--- src/rtl/uart_wb_arbiter.sv ---
// uart_wb_arbiter
//
// Round-robin two-master Wishbone arbiter that shares the single 16-bit UART
// slave between the CPU data port (master 0) and the debug monitor (master 1).
// A grant is held for the whole of the granted master's cycle. A per-transfer
// watchdog aborts a strobe that waits too long for ack: the master gets a
// one-cycle err and the arbiter returns to idle.
//
// Ports:
//   clk_i, rst_i          clock, asynchronous active-high reset
//   mN_cyc_i/stb_i/we_i   master N cycle, strobe and write enable (N = 0, 1)
//   mN_sel_i, mN_dat_i    master N byte selects and write data
//   mN_dat_o              read data to master N (always s_dat_i)
//   mN_ack_o              slave ack, routed to the granted master only
//   mN_err_o              one-cycle watchdog timeout error to master N
//   s_cyc_o ... s_dat_o   Wishbone request towards the UART slave
//   s_dat_i, s_ack_i      UART slave read data and ack
//
// Parameter TIMEOUT: unacked strobe cycles allowed before abort; 0 disables.

module uart_wb_arbiter #(
  parameter int unsigned TIMEOUT = 255
) (
  input  logic        clk_i,
  input  logic        rst_i,
  input  logic        m0_cyc_i,
  input  logic        m0_stb_i,
  input  logic        m0_we_i,
  input  logic [1:0]  m0_sel_i,
  input  logic [15:0] m0_dat_i,
  output logic [15:0] m0_dat_o,
  output logic        m0_ack_o,
  output logic        m0_err_o,
  input  logic        m1_cyc_i,
  input  logic        m1_stb_i,
  input  logic        m1_we_i,
  input  logic [1:0]  m1_sel_i,
  input  logic [15:0] m1_dat_i,
  output logic [15:0] m1_dat_o,
  output logic        m1_ack_o,
  output logic        m1_err_o,
  output logic        s_cyc_o,
  output logic        s_stb_o,
  output logic        s_we_o,
  output logic [1:0]  s_sel_o,
  output logic [15:0] s_dat_o,
  input  logic [15:0] s_dat_i,
  input  logic        s_ack_i
);

  localparam int unsigned WdW = (TIMEOUT < 1) ? 1 : $clog2(TIMEOUT + 1);
  localparam logic [WdW-1:0] WdLimit = WdW'((TIMEOUT == 0) ? 0 : TIMEOUT - 1);

  typedef enum logic [1:0] {StIdle, StBus0, StBus1} state_e;

  state_e         state_q, state_d;
  logic           last_q, last_d;
  logic [WdW-1:0] wdog_q, wdog_d;

  logic        req0, req1;
  logic        gnt1;
  logic        g_cyc, g_stb, g_we;
  logic [1:0]  g_sel;
  logic [15:0] g_dat;
  logic        timeout;

  assign m0_dat_o = s_dat_i;
  assign m1_dat_o = s_dat_i;

  assign req0 = m0_cyc_i & m0_stb_i;
  assign req1 = m1_cyc_i & m1_stb_i;

  // Signals of whichever master currently owns the bus.
  assign gnt1  = (state_q == StBus1);
  assign g_cyc = gnt1 ? m1_cyc_i : m0_cyc_i;
  assign g_stb = gnt1 ? m1_stb_i : m0_stb_i;
  assign g_we  = gnt1 ? m1_we_i  : m0_we_i;
  assign g_sel = gnt1 ? m1_sel_i : m0_sel_i;
  assign g_dat = gnt1 ? m1_dat_i : m0_dat_i;

  always_comb begin
    state_d  = state_q;
    last_d   = last_q;
    wdog_d   = '0;
    timeout  = 1'b0;
    s_cyc_o  = 1'b0;
    s_stb_o  = 1'b0;
    s_we_o   = 1'b0;
    s_sel_o  = '0;
    s_dat_o  = '0;
    m0_ack_o = 1'b0;
    m1_ack_o = 1'b0;
    m0_err_o = 1'b0;
    m1_err_o = 1'b0;

    unique case (state_q)
      StIdle: begin
        // On a tie the master that was not granted last wins.
        if (req0 && (!req1 || last_q)) begin
          state_d = StBus0;
          last_d  = 1'b0;
        end else if (req1) begin
          state_d = StBus1;
          last_d  = 1'b1;
        end
      end
      StBus0, StBus1: begin
        s_cyc_o = g_cyc;
        s_stb_o = g_stb;
        s_we_o  = g_we;
        s_sel_o = g_sel;
        s_dat_o = g_dat;

        timeout = (TIMEOUT != 0) && g_stb && !s_ack_i && (wdog_q == WdLimit);

        // Counter runs only across consecutive unacked strobe cycles.
        if (g_stb && !s_ack_i && !timeout) begin
          wdog_d = wdog_q + WdW'(1);
        end

        if (timeout) begin
          s_stb_o = 1'b0;
          state_d = StIdle;
        end else if (!g_cyc) begin
          state_d = StIdle;
        end

        if (gnt1) begin
          m1_ack_o = s_ack_i;
          m1_err_o = timeout;
        end else begin
          m0_ack_o = s_ack_i;
          m0_err_o = timeout;
        end
      end
      default: state_d = StIdle;
    endcase
  end

  always_ff @(posedge clk_i or posedge rst_i) begin
    if (rst_i) begin
      state_q <= StIdle;
      last_q  <= 1'b1;
      wdog_q  <= '0;
    end else begin
      state_q <= state_d;
      last_q  <= last_d;
      wdog_q  <= wdog_d;
    end
  end

endmodule

--- config.mk ---
export PLATFORM = sky130hd
export DESIGN_NAME = uart_wb_arbiter
export DESIGN_NICKNAME = d
export VERILOG_FILES = /design/src/rtl/uart_wb_arbiter.sv
export SDC_FILE = /design/constraint.sdc
export NUM_CORES = 1
export LEC_CHECK = 0
export BUFFER_PORTS_ARGS = -buffer_cell sky130_fd_sc_hd__buf_2
export CAP_MARGIN = 20
export CELL_PAD_IN_SITES_DETAIL_PLACEMENT = 0
export CELL_PAD_IN_SITES_GLOBAL_PLACEMENT = 1
export CORE_MARGIN = 2
export CORE_UTILIZATION = 26
export CTS_CLUSTER_SIZE = 40
export DETAILED_ROUTE_END_ITERATION = 16
export GPL_TIMING_DRIVEN = 0
export PLACE_DENSITY = 0.95
export SETUP_SLACK_MARGIN = 0.5
export SLEW_MARGIN = 20
export SYNTH_ARGS = -nofsm -noshare
export SYNTH_HDL_FRONTEND = slang
export SYNTH_SLANG_ARGS = --single-unit
--- constraint.sdc ---
create_clock -name clk_i -period 3.57 [get_ports clk_i]
set_input_delay 0.357 -clock clk_i [delete_from_list [all_inputs] [get_ports clk_i]]
set_output_delay 0.357 -clock clk_i [all_outputs]
set_load 0.02 [all_outputs]
-- After elaboration in Yosys (flattened, before gate mapping)
Cells that the tools add are included.
- bits in registers: 11
- input port bits: 61
- output and inout port bits: 57
- word-level logic and storage cells: 52
- $add $sub $neg: 1
- eq/ne operators: 5
- muxes and demuxes: 28
- bitwise gates (word level): 2
- reduce and logical (&&, ||, !) cells: 13
- operator list (kind ; count):
    two-way mux 16 bit ; 2
    two-way mux 1 bit ; 17
    two-way mux 8 bit ; 2
    two-way mux 2 bit ; 6
    adder 8 x 1 -> 8 bit, second input constant ; 1
    equality test 8 bit, second input constant ; 1
    inequality test 3 bit, second input constant ; 2
    logical AND 1 bit ; 4
    one-hot mux 2 bit (2 select lines) ; 1
    AND reduction 2 bit ; 2
    logical NOT 1 bit ; 3
    bitwise AND 1 bit ; 2
    equality test 2 x 1 -> 1 bit, second input constant ; 1
    equality test 2 bit, second input constant ; 1
    logical NOT 2 bit ; 1
    nonzero test 2 bit ; 1
    OR reduction 2 bit ; 1
    logical OR 1 bit ; 1

-- Longest topological paths before layout
Gate-level depths: netlist (run 1).
- depth in word-level cells: 8
- depth in mapped cells: 8
- mapped depth without buffers: 6

-- Worst setup path before layout (run 1)
OpenSTA, ideal clock, no wires.
- path kind: register -> output
- start: reg state_q[0]
- end: out m0_err_o
- arrival time: 1470 ps
- required time: 3213 ps
- setup slack: 1743 ps
- cell stages (with the launch flop): 7
- buffers on the path: 1
- cells stage by stage: dfrtp_1 inv_1 ha_1 buf_6 mux2_4 nor4b_4 and3b_1
- cells in the longest elaborated chain, start to end: 6
- elaborated cells on any way between the ends: 8
- those cells by class: eq/ne: 2; mux: 3; reduce/logical: 3
- ends and longest elaborated chain (item ; line ; RTL):
    start: declaration ; 56 ; state_e state_q, state_d;
    start signal: assignment ; 142 ; state_q <= StIdle;
    start signal: assignment ; 146 ; state_q <= state_d;
    equality test 2 bit ; 74, 96 ;
    two-way mux 1 bit ; 76 ; assign g_stb = gnt1 ? m1_stb_i : m0_stb_i;
    logical AND 1 bit (2 in series) ; 114 ; timeout = (TIMEOUT != 0) && g_stb && !s_ack_i && (wdog_q == WdLimit);
    two-way mux 1 bit ; 128 ; if (gnt1) begin
    two-way mux 1 bit * ; 96 ; unique case (state_q)
    end: declaration ; 33 ; output logic m0_err_o,
Mark *: on every way between the ends. The rest lies on a longest branch, timed or not.

-- Final worst setup path (run 1)
Same ends and word-level chain as after synthesis.

==> key figures, run 1 <==
Power and ir drop
  – Tot Pwr: 1.14 mW
  – Clock power share: 11.1%
  – VDD IR max: 0.222 mV
  – P_sw: 555 uW
  – Lkg Pwr: 1.03 nW
  – Sw Ratio: 48.5%
  – Comb pwr share: 74.8%
  – Power per cell area: 616 mW/mm^2
  – Sequential share of power: 14.1%
  – Internal: 589 uW

Worst setup path
  – R2r worst-path depth: 7
  – Crit start category: flip-flop
  – CP peak stage delay: 370 ps
  – CP arrival: 1940 ps
  – Reg2Reg Capture Point: state_q[0]
  – Crit-path cells: inv_1, ha_1, buf_6, mux2_4, nor4b_4, and3b_1, buf_2
  – Crit path buffers/inverters: 3
  – Crit path capture type: output pin
  – Data required time at the worst endpoint: 3210 ps
  – CP max-delay cell: nor4b_4
  – Crit Path Max Fanout: 7
  – Reg2reg setup slack: 1790 ps
  – Crit path kind: flip-flop to output pin
  – Crit path max-delay family: simple AND/OR/NAND/NOR gates
  – Critical R2R Launch: state_q[0]

Final layout
  – Antenna cells: 0
  – Fin util: 39.9%
  – Post-route insts no fill: 303
  – P&R area growth vs syn: 49.8%
  – Share of cells above drive strength 1: 58.2%
  – Final nets: 315

Yosys
  – Async set-reset flop share out of synthesis: 100%
  – Synth Cell Area: 0.00124 sq mm
  – Post-synthesis cell type count: 31
  – Register area share after synthesis: 22.3%
  – Synth Instances: 144
  – Top-count cell post-synth: buf_4
  – Largest area contributor in the netlist: dfrtp_1
  – Synth top cells by count: buf_4 (32), mux2i_1 (19), nor2b_1 (19)
  – Synthesis-stage register bit count: 11
  – Leading post-synthesis cells by cell area: dfrtp_1 (20%), buf_4 (19%), mux2i_1 (15%), nor2b_1 (9.6%), ha_1 (4.0%)
  – EDFF count, synth: 0
  – Mean Syn Cell Area: 8.62 sq um
  – Most used DFF post-synth: dfrtp_1
  – Synth Warn #: 0
  – Yosys top cell area share: 20.2%
  – Post-Syn Nets: 209

STA
  – Hold Worst Slack: 97.6 ps
  – Clock Skews: 2.33 ps
  – Setup TNS: 0 ps
  – Minimum clock period: 2300 ps
  – RSZ-0062 raised after global routing: no
  – Final hold violation count: 0
  – Tcrit/Tclk final: 64.3%
  – # setup viols final: 0
  – Final Max Slew Viols: 0
  – Max Freq: 0.436 GHz
  – Worst-Margin Slew: 413 ps
  – Slew headroom: 72.4%

Global route
  – Initial antenna violation count: 0
  – Overflow after GRT: 0
  – First-pass GRT wire length: 5.00 mm
  – Largest net degree at the start of global routing: 12
  – Number of global-route vias before repair: 1,119
  – Gr usage total: 11.9%

Detailed routing
  – Routed len/inst: 10.5 um
  – Vias: 1,261
  – Vias/cell: 4.16
  – Drt first-iter violations: 25
  – # DRC: 0
  – First-pass iteration count of the detailed router: 4
  – Routed Antenna Nets: 0
  – DRT Wirelength: 3.18 mm

CTS
  – CTS Buf Count: 3
  – CTS tree: done
  – Clock root cell: clkbuf_8
  – Clock Latency Late Sink: 240 ps
  – Clock sinks: 11
  – Cts hold-fix bufs: 0
  – CTS clk-pin slew, worst paths: 50 ps
  – Post-CTS setup buffer count: 0
  – H-tree Lvls: 1
  – Post-CTS sizing: 0
  – Clock buffer depth: 2

Place
  – DP HPWL: 2.73 mm
  – I/O Buffers: 101
  – GPL Wtd Cong: 0.725
  – Placed cells: 299

Floorplanning
  – Initial Util: 26.6%
  – Standard-cell rows: 25
  – Die Footprint: 0.00534 sq mm
  – I/O Pins: 118
  – Core Region: 0.00466 sq mm
  – Die W: 73.1 um
  – Die Y: 73.1 um

Flow run
  – Max_cap viols: 0

Run status
  – Outcome: completed

Min path
  – Hold Path Class: input pin to asynchronous set/reset pin
==> worst reg2reg max path, delay by kind of cell, from the launching register on <==
kind                     cells  cell delay, ps
AO/OA/AOI/OAI                2             320
AND/OR/NAND/NOR              1             370
flip-flops                   1             330
adder cells (fa/ha/maj)      1             210
multiplexers                 1             210
buffers and inverters        2             200
==> final cells by class <==
| type | count | area (sq um) |
|---|---|---|
| flip-flops and latches | 11 | 277 |
| inverters | 6 | 22.5 |
| clock buffers | 4 | 45.0 |
| multi-input cells | 89 | 668 |
| well taps | 54 | 67.6 |
| repair buffers | 101 | 505 |
| fillers | 504 | 2800 |
| plain buffers | 38 | 274 |
==> worst max-delay path by stage <==
stage,startpoint,to,cells after the start
floorplan,state_q[0],m0_err_o,6
global placement,state_q[0],m0_err_o,7
detailed placement,state_q[0],m0_err_o,7
CTS,state_q[0],m0_err_o,7
global route,state_q[0],m1_err_o,7
finish,state_q[0],m0_err_o,7
==> stage by stage <==
stage	instance area [sq um]	setup WS, ps
floorplan	1240	1740
global placement	1810	1570
detailed placement	1810	1550
CTS	1860	1260
global route	1860	1170
finish	1860	1270
==> power by group through the flow <==
stage / logic (mW) / clock network [mW] / registers, mW
global placement: 0.860 / 0 / 0.162
finish: 0.856 / 0.127 / 0.162
global route: 0.943 / 0.139 / 0.165
floorplan: 0.621 / 0 / 0.160
CTS: 0.874 / 0.131 / 0.162
detailed placement: 0.870 / 0 / 0.163
==> routing by layer <==
metal	track usage [%]	share of wire (%)	up-vias
li1	-	-	651
met1	14.5	41	555
met2	20.2	51	48
met3	1.24	5.5	7
met4	6.58	2.5	0
met5	0	0	-
==> logic make-up after synthesis <==
kind of cell | count (synthesis) | share of synthesized area (%)
multiplexers | 21 | 17.4
XOR/XNOR | 6 | 4.23
adder cells (fa/ha/maj) | 4 | 4.03
buffers and inverters | 44 | 23.9
AND/OR/NAND/NOR | 49 | 22.9
AO/OA/AOI/OAI | 9 | 5.24
flip-flops | 11 | 22.3
==> sequential cells by signal, summed over array words and instances, names as in the netlist <==
name     cells
state_q      2
last_q       1
wdog_q       8
==> layout by cell type, fill, tap and decap left out <==
master	count
nor3_1	1
o211ai_1	1
a31oi_1	1
and3_1	1
o21bai_1	1
o21ai_0	2
clkbuf_1	3
xnor2_1	4
nor2b_1	19
nor4b_4	1
nor2_1	13
nand4_2	1
ha_1	4
mux2_2	1
clkbuf_8	3
nand2_1	5
a2bb2oi_1	2
buf_6	1
and2_1	1
or3_1	1
inv_1	6
dfstp_2	1
o2111a_1	1
mux2i_1	19
a21oi_1	1
nand3_1	4
mux2_4	1
xor2_1	2
dfrtp_1	10
buf_4	32
and3b_1	2
buf_2	104
No activity file was read; power rests on OpenSTA's default activity.
==> run 2: changes to the inputs <==
--- a/config.mk
+++ b/config.mk
@@ -10,11 +10,11 @@
 export CELL_PAD_IN_SITES_DETAIL_PLACEMENT = 0
 export CELL_PAD_IN_SITES_GLOBAL_PLACEMENT = 1
 export CORE_MARGIN = 2
-export CORE_UTILIZATION = 26
+export CORE_UTILIZATION = 24
 export CTS_CLUSTER_SIZE = 40
 export DETAILED_ROUTE_END_ITERATION = 16
 export GPL_TIMING_DRIVEN = 0
-export PLACE_DENSITY = 0.95
+export PLACE_DENSITY = 0.92
 export SETUP_SLACK_MARGIN = 0.5
 export SLEW_MARGIN = 20
 export SYNTH_ARGS = -nofsm -noshare
==> constraint.sdc (replaced) <==
create_clock -name clk_i -period 2.2 [get_ports clk_i]
set_input_delay 0.22 -clock clk_i [delete_from_list [all_inputs] [get_ports clk_i]]
set_output_delay 0.22 -clock clk_i [all_outputs]
set_load 0.02 [all_outputs]
==> run 2 against run 1 <==
Wire length is 7.1% higher. Power is 100% higher. Design area up 15%. Clock-buffer cell count did not move. Clock power is 59% higher. Combinational power increased by 120%. Global-route usage shrank 0.55 points. First-iteration DRC count up 80%. Via count is 4.0% higher. Register-to-register slack got worse by 1400 ps. Worst hold slack improved by 180 ps.
==> key figures, run 2 (synthesized netlist as in run 1, its figures left out) <==
Floorplanning
  – Core Region: 0.00504 sq mm (+8.2%)
  – Standard-cell rows: 26 (+4.0%)
  – Die Y: 75.9 um (+3.9%)
  – Die Footprint: 0.00576 sq mm (+7.9%)
  – I/O Pins: 118 (unchanged)
  – Initial Util: 24.6% (-2.0 points)
  – Die W: 75.9 um (+3.9%)

Detailed routing
  – First-pass iteration count of the detailed router: 4 (unchanged)
  – # DRC: 0 (unchanged)
  – Vias: 1,311 (+4.0%)
  – Drt first-iter violations: 45 (+80%)
  – Vias/cell: 3.95 (-5.1%)
  – Routed len/inst: 10.3 um (-2.3%)
  – Routed Antenna Nets: 0 (unchanged)
  – DRT Wirelength: 3.41 mm (+7.1%)

Final layout
  – Share of cells above drive strength 1: 64.5% (+6.3 points)
  – Biggest register: wdog_q
  – Fin util: 42.4% (+2.5 points)
  – Commonest non-fill, non-tap cells in the layout: buf_2 (92), buf_4 (47), mux2i_1 (19), nor2b_1 (19), nor2_1 (11)
  – P&R area growth vs syn: 72.1%
  – Commonest non-fill, non-tap cell in the layout: buf_2
  – Post-route insts no fill: 332 (+9.6%)
  – Post-route cell area: 0.00214 sq mm (+15%)
  – Final nets: 328 (+4.1%)
  – Regs by FF count: wdog_q: 8 flops, state_q: 2 flops, last_q: 1 flops
  – Largest register FFs: 8 (unchanged)
  – Antenna cells: 0 (unchanged)

Worst setup path
  – CP arrival: 1740 ps (-200 ps)
  – Crit start category: flip-flop
  – Worst setup startpoint: state_q[1]
  – Data required time at the worst endpoint: 1980 ps (-1230 ps)
  – Crit path capture type: output pin
  – Crit Path Max Fanout: 4 (-3)
  – Reg2reg setup slack: 410 ps (-1380 ps)
  – Critical R2R Launch: state_q[1]
  – Reg2Reg Capture Point: state_q[1]
  – Crit path kind: flip-flop to output pin
  – Setup crit end: m1_err_o
  – R2r worst-path depth: 10 (+3)

CTS
  – CTS Buf Count: 3 (unchanged)
  – CTS clk-pin slew, worst paths: 50 ps (about the same)
  – Clock sinks: 11 (unchanged)
  – Clock Latency Late Sink: 240 ps (about the same)
  – Clock buffer depth: 2 (unchanged)
  – CTS tree: done
  – H-tree Lvls: 1 (unchanged)
  – Clock root cell: clkbuf_8

Place
  – Placement Cell Area: 0.00183 sq mm (+1.1%)
  – Placed cells: 315 (+5.4%)
  – GPL Wtd Cong: 0.797 (+9.9%)
  – I/O Buffers: 101 (unchanged)
  – DP HPWL: 2.59 mm (-5.1%)
  – Place WS: 339 ps (-1210 ps)

Power and ir drop
  – Comb pwr share: 80.2% (+5.4 points)
  – Internal: 1.32 mW (+120%)
  – Sequential share of power: 11.2% (-2.9 points)
  – Sw Ratio: 43.5% (-5.0 points)
  – VDD IR max: 0.452 mV (+100%)
  – Tot Pwr: 2.33 mW (+100%)
  – Lkg Pwr: 1.13 nW (+9.9%)
  – Power per cell area: 1090 mW/mm^2 (+78%)
  – P_sw: 1.02 mW (+83%)
  – Clock power share: 8.7% (-2.4 points)

STA
  – RSZ-0062 raised after global routing: yes
  – Worst-Margin Slew: 409 ps (-3.66 ps)
  – # setup viols final: 0 (unchanged)
  – Clock Skews: 1.77 ps (-0.558 ps)
  – Final Max Slew Viols: 0 (unchanged)
  – Final hold violation count: 0 (unchanged)
  – Max Freq: 0.511 GHz
  – Setup TNS: 0 ps (unchanged)
  – Final worst setup slack: 241 ps (-1030 ps)
  – Hold Worst Slack: 282 ps (+185 ps)
  – Tcrit/Tclk final: 89.0%
  – Slew headroom: 72.7% (+0.33 points)
  – Minimum clock period: 1960 ps

Flow run
  – Max_cap viols: 0 (unchanged)

Run status
  – Outcome: completed

Global route
  – Largest net degree at the start of global routing: 12 (unchanged)
  – Gr usage total: 11.3% (-0.55 points)
  – Overflow after GRT: 0 (unchanged)
  – First-pass GRT wire length: 5.46 mm (+9.1%)
  – Initial antenna violation count: 0 (unchanged)
  – Number of global-route vias before repair: 1,272 (+14%)

Min path
  – Hold Path Class: input pin to flip-flop
run 2: cell count changes in the layout (fill, tap and decap cells not counted), sizes merged:
cell / delta
buf: +12
dlygate4sd3: +1
run 2: per-layer routing:
layer  global-route usage [%]  part of all wire (%)  vias up
met2                     22.0                    51       55
li1                         -                     -      678
met4                     4.36                  0.79        0
met5                        0                     0        -
met1                     12.2                    42      576
met3                     1.79                   6.4        2
run 2: worst min path at each step:
stage,startpoint,endpoint,slack (ps),depth (start not counted)
after floorplan,rst_i,state_q[0],70,1
after global placement,rst_i,wdog_q[3],230,2
after detailed placement,rst_i,wdog_q[3],230,2
after CTS,m1_stb_i,last_q,270,3
after global routing,m1_stb_i,last_q,290,3
final,m1_stb_i,last_q,280,3
run 2: timing repair:
| item | CTS | global route |
|---|---|---|
| endpoints found under the hold margin | 10 | 0 |
| buffers inserted | 8 | 3 |
| pin swaps | 5 | 4 |
| gates resized for setup | 26 | 22 |
| endpoints found under the setup margin | 26 | 28 |
| hold buffers | 1 | 0 |
| cloned | 0 | 1 |
run 2: power groups by stage:
| stage | combinational [mW] | sequential (mW) | clock (mW) |
|---|---|---|---|
| final | 1.87 | 0.261 | 0.202 |
| after global routing | 2.01 | 0.267 | 0.222 |
| after CTS | 1.69 | 0.262 | 0.210 |
| after detailed placement | 1.42 | 0.264 | 0 |
| after global placement | 1.40 | 0.263 | 0 |
| after floorplan | 1.01 | 0.260 | 0 |
run 2: cell type report:
class	instances	area, sq um
tap	70	87.6
timing repair buffer	114	674
buffer	38	309
clock buffer	4	45.0
multi-input combinational	89	721
sequential	11	277
inverter	6	22.5
fill	486	2910
run 2: critical path: stages (launching register included):
cell     delay (ps)
dfrtp_1         370
ha_2            170
buf_6           120
mux2_4          200
nor4b_4         270
and3_1          240
buf_6           120
==> run 3: changes to the inputs <==
--- a/config.mk
+++ b/config.mk
@@ -15,6 +15,7 @@
 export DETAILED_ROUTE_END_ITERATION = 16
 export GPL_TIMING_DRIVEN = 0
 export PLACE_DENSITY = 0.92
+export RECOVER_POWER = 50
 export SETUP_SLACK_MARGIN = 0.5
 export SLEW_MARGIN = 20
 export SYNTH_ARGS = -nofsm -noshare
==> run 3 against run 2 <==
Register-to-register slack about the same. Wire length increased by 0.26%. Utilization decreased by 0.79 points. Clock-buffer cell count unchanged. Combinational power about the same. Worst setup slack about the same. Sequential cell count unchanged. Critical endpoint unchanged. Highest routed layer unchanged.
==> key figures, run 3 (synthesized netlist as in run 1, its figures left out) <==
Run status
  – Outcome: completed

STA
  – Hold Worst Slack: 282 ps (-0.0320 ps)
  – RSZ-0062 raised after global routing: yes
  – Tcrit/Tclk final: 89.0% (about the same)
  – Final hold violation count: 0 (unchanged)
  – # setup viols final: 0 (unchanged)
  – Slew headroom: 72.7% (unchanged)
  – Final Max Slew Viols: 0 (unchanged)
  – Final worst setup slack: 241 ps (-0.0520 ps)
  – Worst-Margin Slew: 409 ps (+0.000477 ps)
  – Clock Skews: 1.76 ps (-0.00794 ps)
  – Max Freq: 0.511 GHz (about the same)
  – Setup TNS: 0 ps (unchanged)
  – Minimum clock period: 1960 ps (+0.0520 ps)

Place
  – DP HPWL: 2.59 mm (unchanged)
  – GPL Wtd Cong: 0.797 (unchanged)
  – Placed cells: 315 (unchanged)
  – Place WS: 339 ps (unchanged)
  – I/O Buffers: 101 (unchanged)

Global route
  – First-pass GRT wire length: 5.46 mm (unchanged)
  – Gr usage total: 11.3% (unchanged)
  – Initial antenna violation count: 0 (unchanged)
  – Largest net degree at the start of global routing: 12 (unchanged)
  – Number of global-route vias before repair: 1,272 (unchanged)
  – Overflow after GRT: 0 (unchanged)

Power and ir drop
  – Sw Ratio: 43.7% (+0.19 points)
  – Internal: 1.31 mW (-0.65%)
  – Sequential share of power: 11.2% (about the same)
  – VDD IR max: 0.453 mV (about the same)
  – Lkg Pwr: 1.04 nW (-7.8%)
  – Clock power share: 8.7% (about the same)
  – Comb pwr share: 80.1% (about the same)
  – Power per cell area: 1110 mW/mm^2 (+1.6%)
  – P_sw: 1.02 mW (+0.12%)

Worst setup path
  – Data required time at the worst endpoint: 1980 ps (about the same)
  – Crit start category: flip-flop
  – CP max-delay cell: dfrtp_1
  – Crit path kind: flip-flop to output pin
  – CP peak stage delay: 370 ps (about the same)
  – Cell mode on critical path: buf_6
  – Crit path buffers/inverters: 2 (unchanged)
  – Crit Path Max Fanout: 4 (unchanged)
  – Crit path capture type: output pin
  – CP arrival: 1740 ps (about the same)
  – Crit path max-delay family: simple AND/OR/NAND/NOR gates
  – Crit-path cells: ha_2, buf_6, mux2_4, nor4b_4, and3_1, buf_6

CTS
  – Clock sinks: 11 (unchanged)
  – H-tree Lvls: 1 (unchanged)
  – CTS clk-pin slew, worst paths: 50 ps (about the same)
  – Clock root cell: clkbuf_8
  – CTS Buf Count: 3 (unchanged)
  – Clock Latency Late Sink: 240 ps (about the same)
  – CTS tree: done
  – Clock buffer depth: 2 (unchanged)

Final layout
  – Largest register FFs: 8 (unchanged)
  – Share of cells above drive strength 1: 52.3% (-12 points)
  – Antenna cells: 0 (unchanged)
  – Biggest register: wdog_q
  – Commonest non-fill, non-tap cells in the layout: buf_2 (60), buf_4 (47), clkbuf_1 (33)
  – Post-route insts no fill: 332 (unchanged)
  – Commonest non-fill, non-tap cell in the layout: buf_2
  – Fill cells: 501 (+3.1%)
  – P&R area growth vs syn: 68.9%
  – Fin util: 41.6% (-0.79 points)
  – Regs by FF count: wdog_q: 8 flops, state_q: 2 flops, last_q: 1 flops
  – Final nets: 328 (unchanged)

Floorplanning
  – I/O Pins: 118 (unchanged)
  – Standard-cell rows: 26 (unchanged)
  – Core Region: 0.00504 sq mm (unchanged)
  – Die W: 75.9 um (unchanged)
  – Initial Util: 24.6% (unchanged)
  – Die Y: 75.9 um (unchanged)
  – Die Footprint: 0.00576 sq mm (unchanged)

Detailed routing
  – Routed len/inst: 10.3 um (+0.26%)
  – Vias: 1,312 (+0.076%)
  – DRT Wirelength: 3.42 mm (+0.26%)
  – Routed Antenna Nets: 0 (unchanged)
  – # DRC: 0 (unchanged)
  – First-pass iteration count of the detailed router: 4 (unchanged)
  – Drt first-iter violations: 45 (unchanged)
  – Vias/cell: 3.95 (about the same)

Min path
  – Hold Path Class: input pin to flip-flop

Flow run
  – Max_cap viols: 0 (unchanged)
run 3: cell count changes in the layout (fill, tap and decap cells not counted):
cell      delta
buf_2       -32
clkbuf_1    +32
run 3: final timing paths:
| path | start | endpoint | slack, ps | cells after the start |
|---|---|---|---|---|
| max in group asynchronous | rst_i | last_q | 1360 | 3 |
| min in group asynchronous | rst_i | wdog_q[2] | 510 | 3 |
| min reg2reg | wdog_q[0] | wdog_q[0] | 510 | 1 |
| max reg2reg | state_q[1] | state_q[1] | 410 | 10 |
| max | state_q[1] | m1_err_o | 240 | 6 |
| min | m1_stb_i | last_q | 280 | 3 |
run 3: worst register-to-register path: stages (launching register included):
cell and delay, ps:
dfrtp_1 370, ha_2 170, buf_6 120, buf_4 130, buf_6 110, mux2_4 310, nand2_4 70, buf_6 90
buf_6 100, a2bb2oi_2 160, a21oi_2 40
run 3: what timing repair did:
item / 4_1_cts / 5_1_grt
pin swaps: 5 / 4
hold endpoints to repair: 10 / 0
gates resized for setup: 26 / 22
gates cloned: 0 / 1
setup endpoints to repair: 26 / 28
buffers inserted: 8 / 3
hold buffers: 1 / 0
run 3: final cells by class:
type	instances	area (sq um)	share of cell area (%)
multi-input combinational	89	721	34.4
sequential	11	277	13.2
inverter	6	22.5	1.07
clock buffer	4	45.0	2.15
buffer	38	309	14.7
tap	70	87.6	4.18
timing repair buffer	114	634	30.3
run 3: per-stage QoR:
| stage | cell area (sq um) | power, mW |
|---|---|---|
| 6_report | 2100 | 2.33 |
| 5_1_grt | 2100 | 2.49 |
| 4_1_cts | 2030 | 2.17 |
| 3_5_place_dp | 1830 | 1.68 |
| 3_3_place_gp | 1830 | 1.67 |
| 2_1_floorplan | 1240 | 1.27 |
run 3: power groups by stage:
stage               Clock (mW)  Sequential (mW)  Combinational (mW)
floorplan                    0            0.260                1.01
global placement             0            0.263                1.40
detailed placement           0            0.264                1.42
CTS                      0.210            0.262                1.69
global route             0.222            0.267                2.01
finish                   0.202            0.261                1.86
run 3: layer usage:
| metal | vias up | global-route usage [%] | part of all wire, % |
|---|---|---|---|
| met4 | 0 | 4.36 | 0.79 |
| met2 | 55 | 22.0 | 51 |
| met3 | 2 | 1.79 | 6.5 |
| li1 | 678 | - | - |
| met1 | 577 | 12.2 | 42 |
| met5 | - | 0 | 0 |
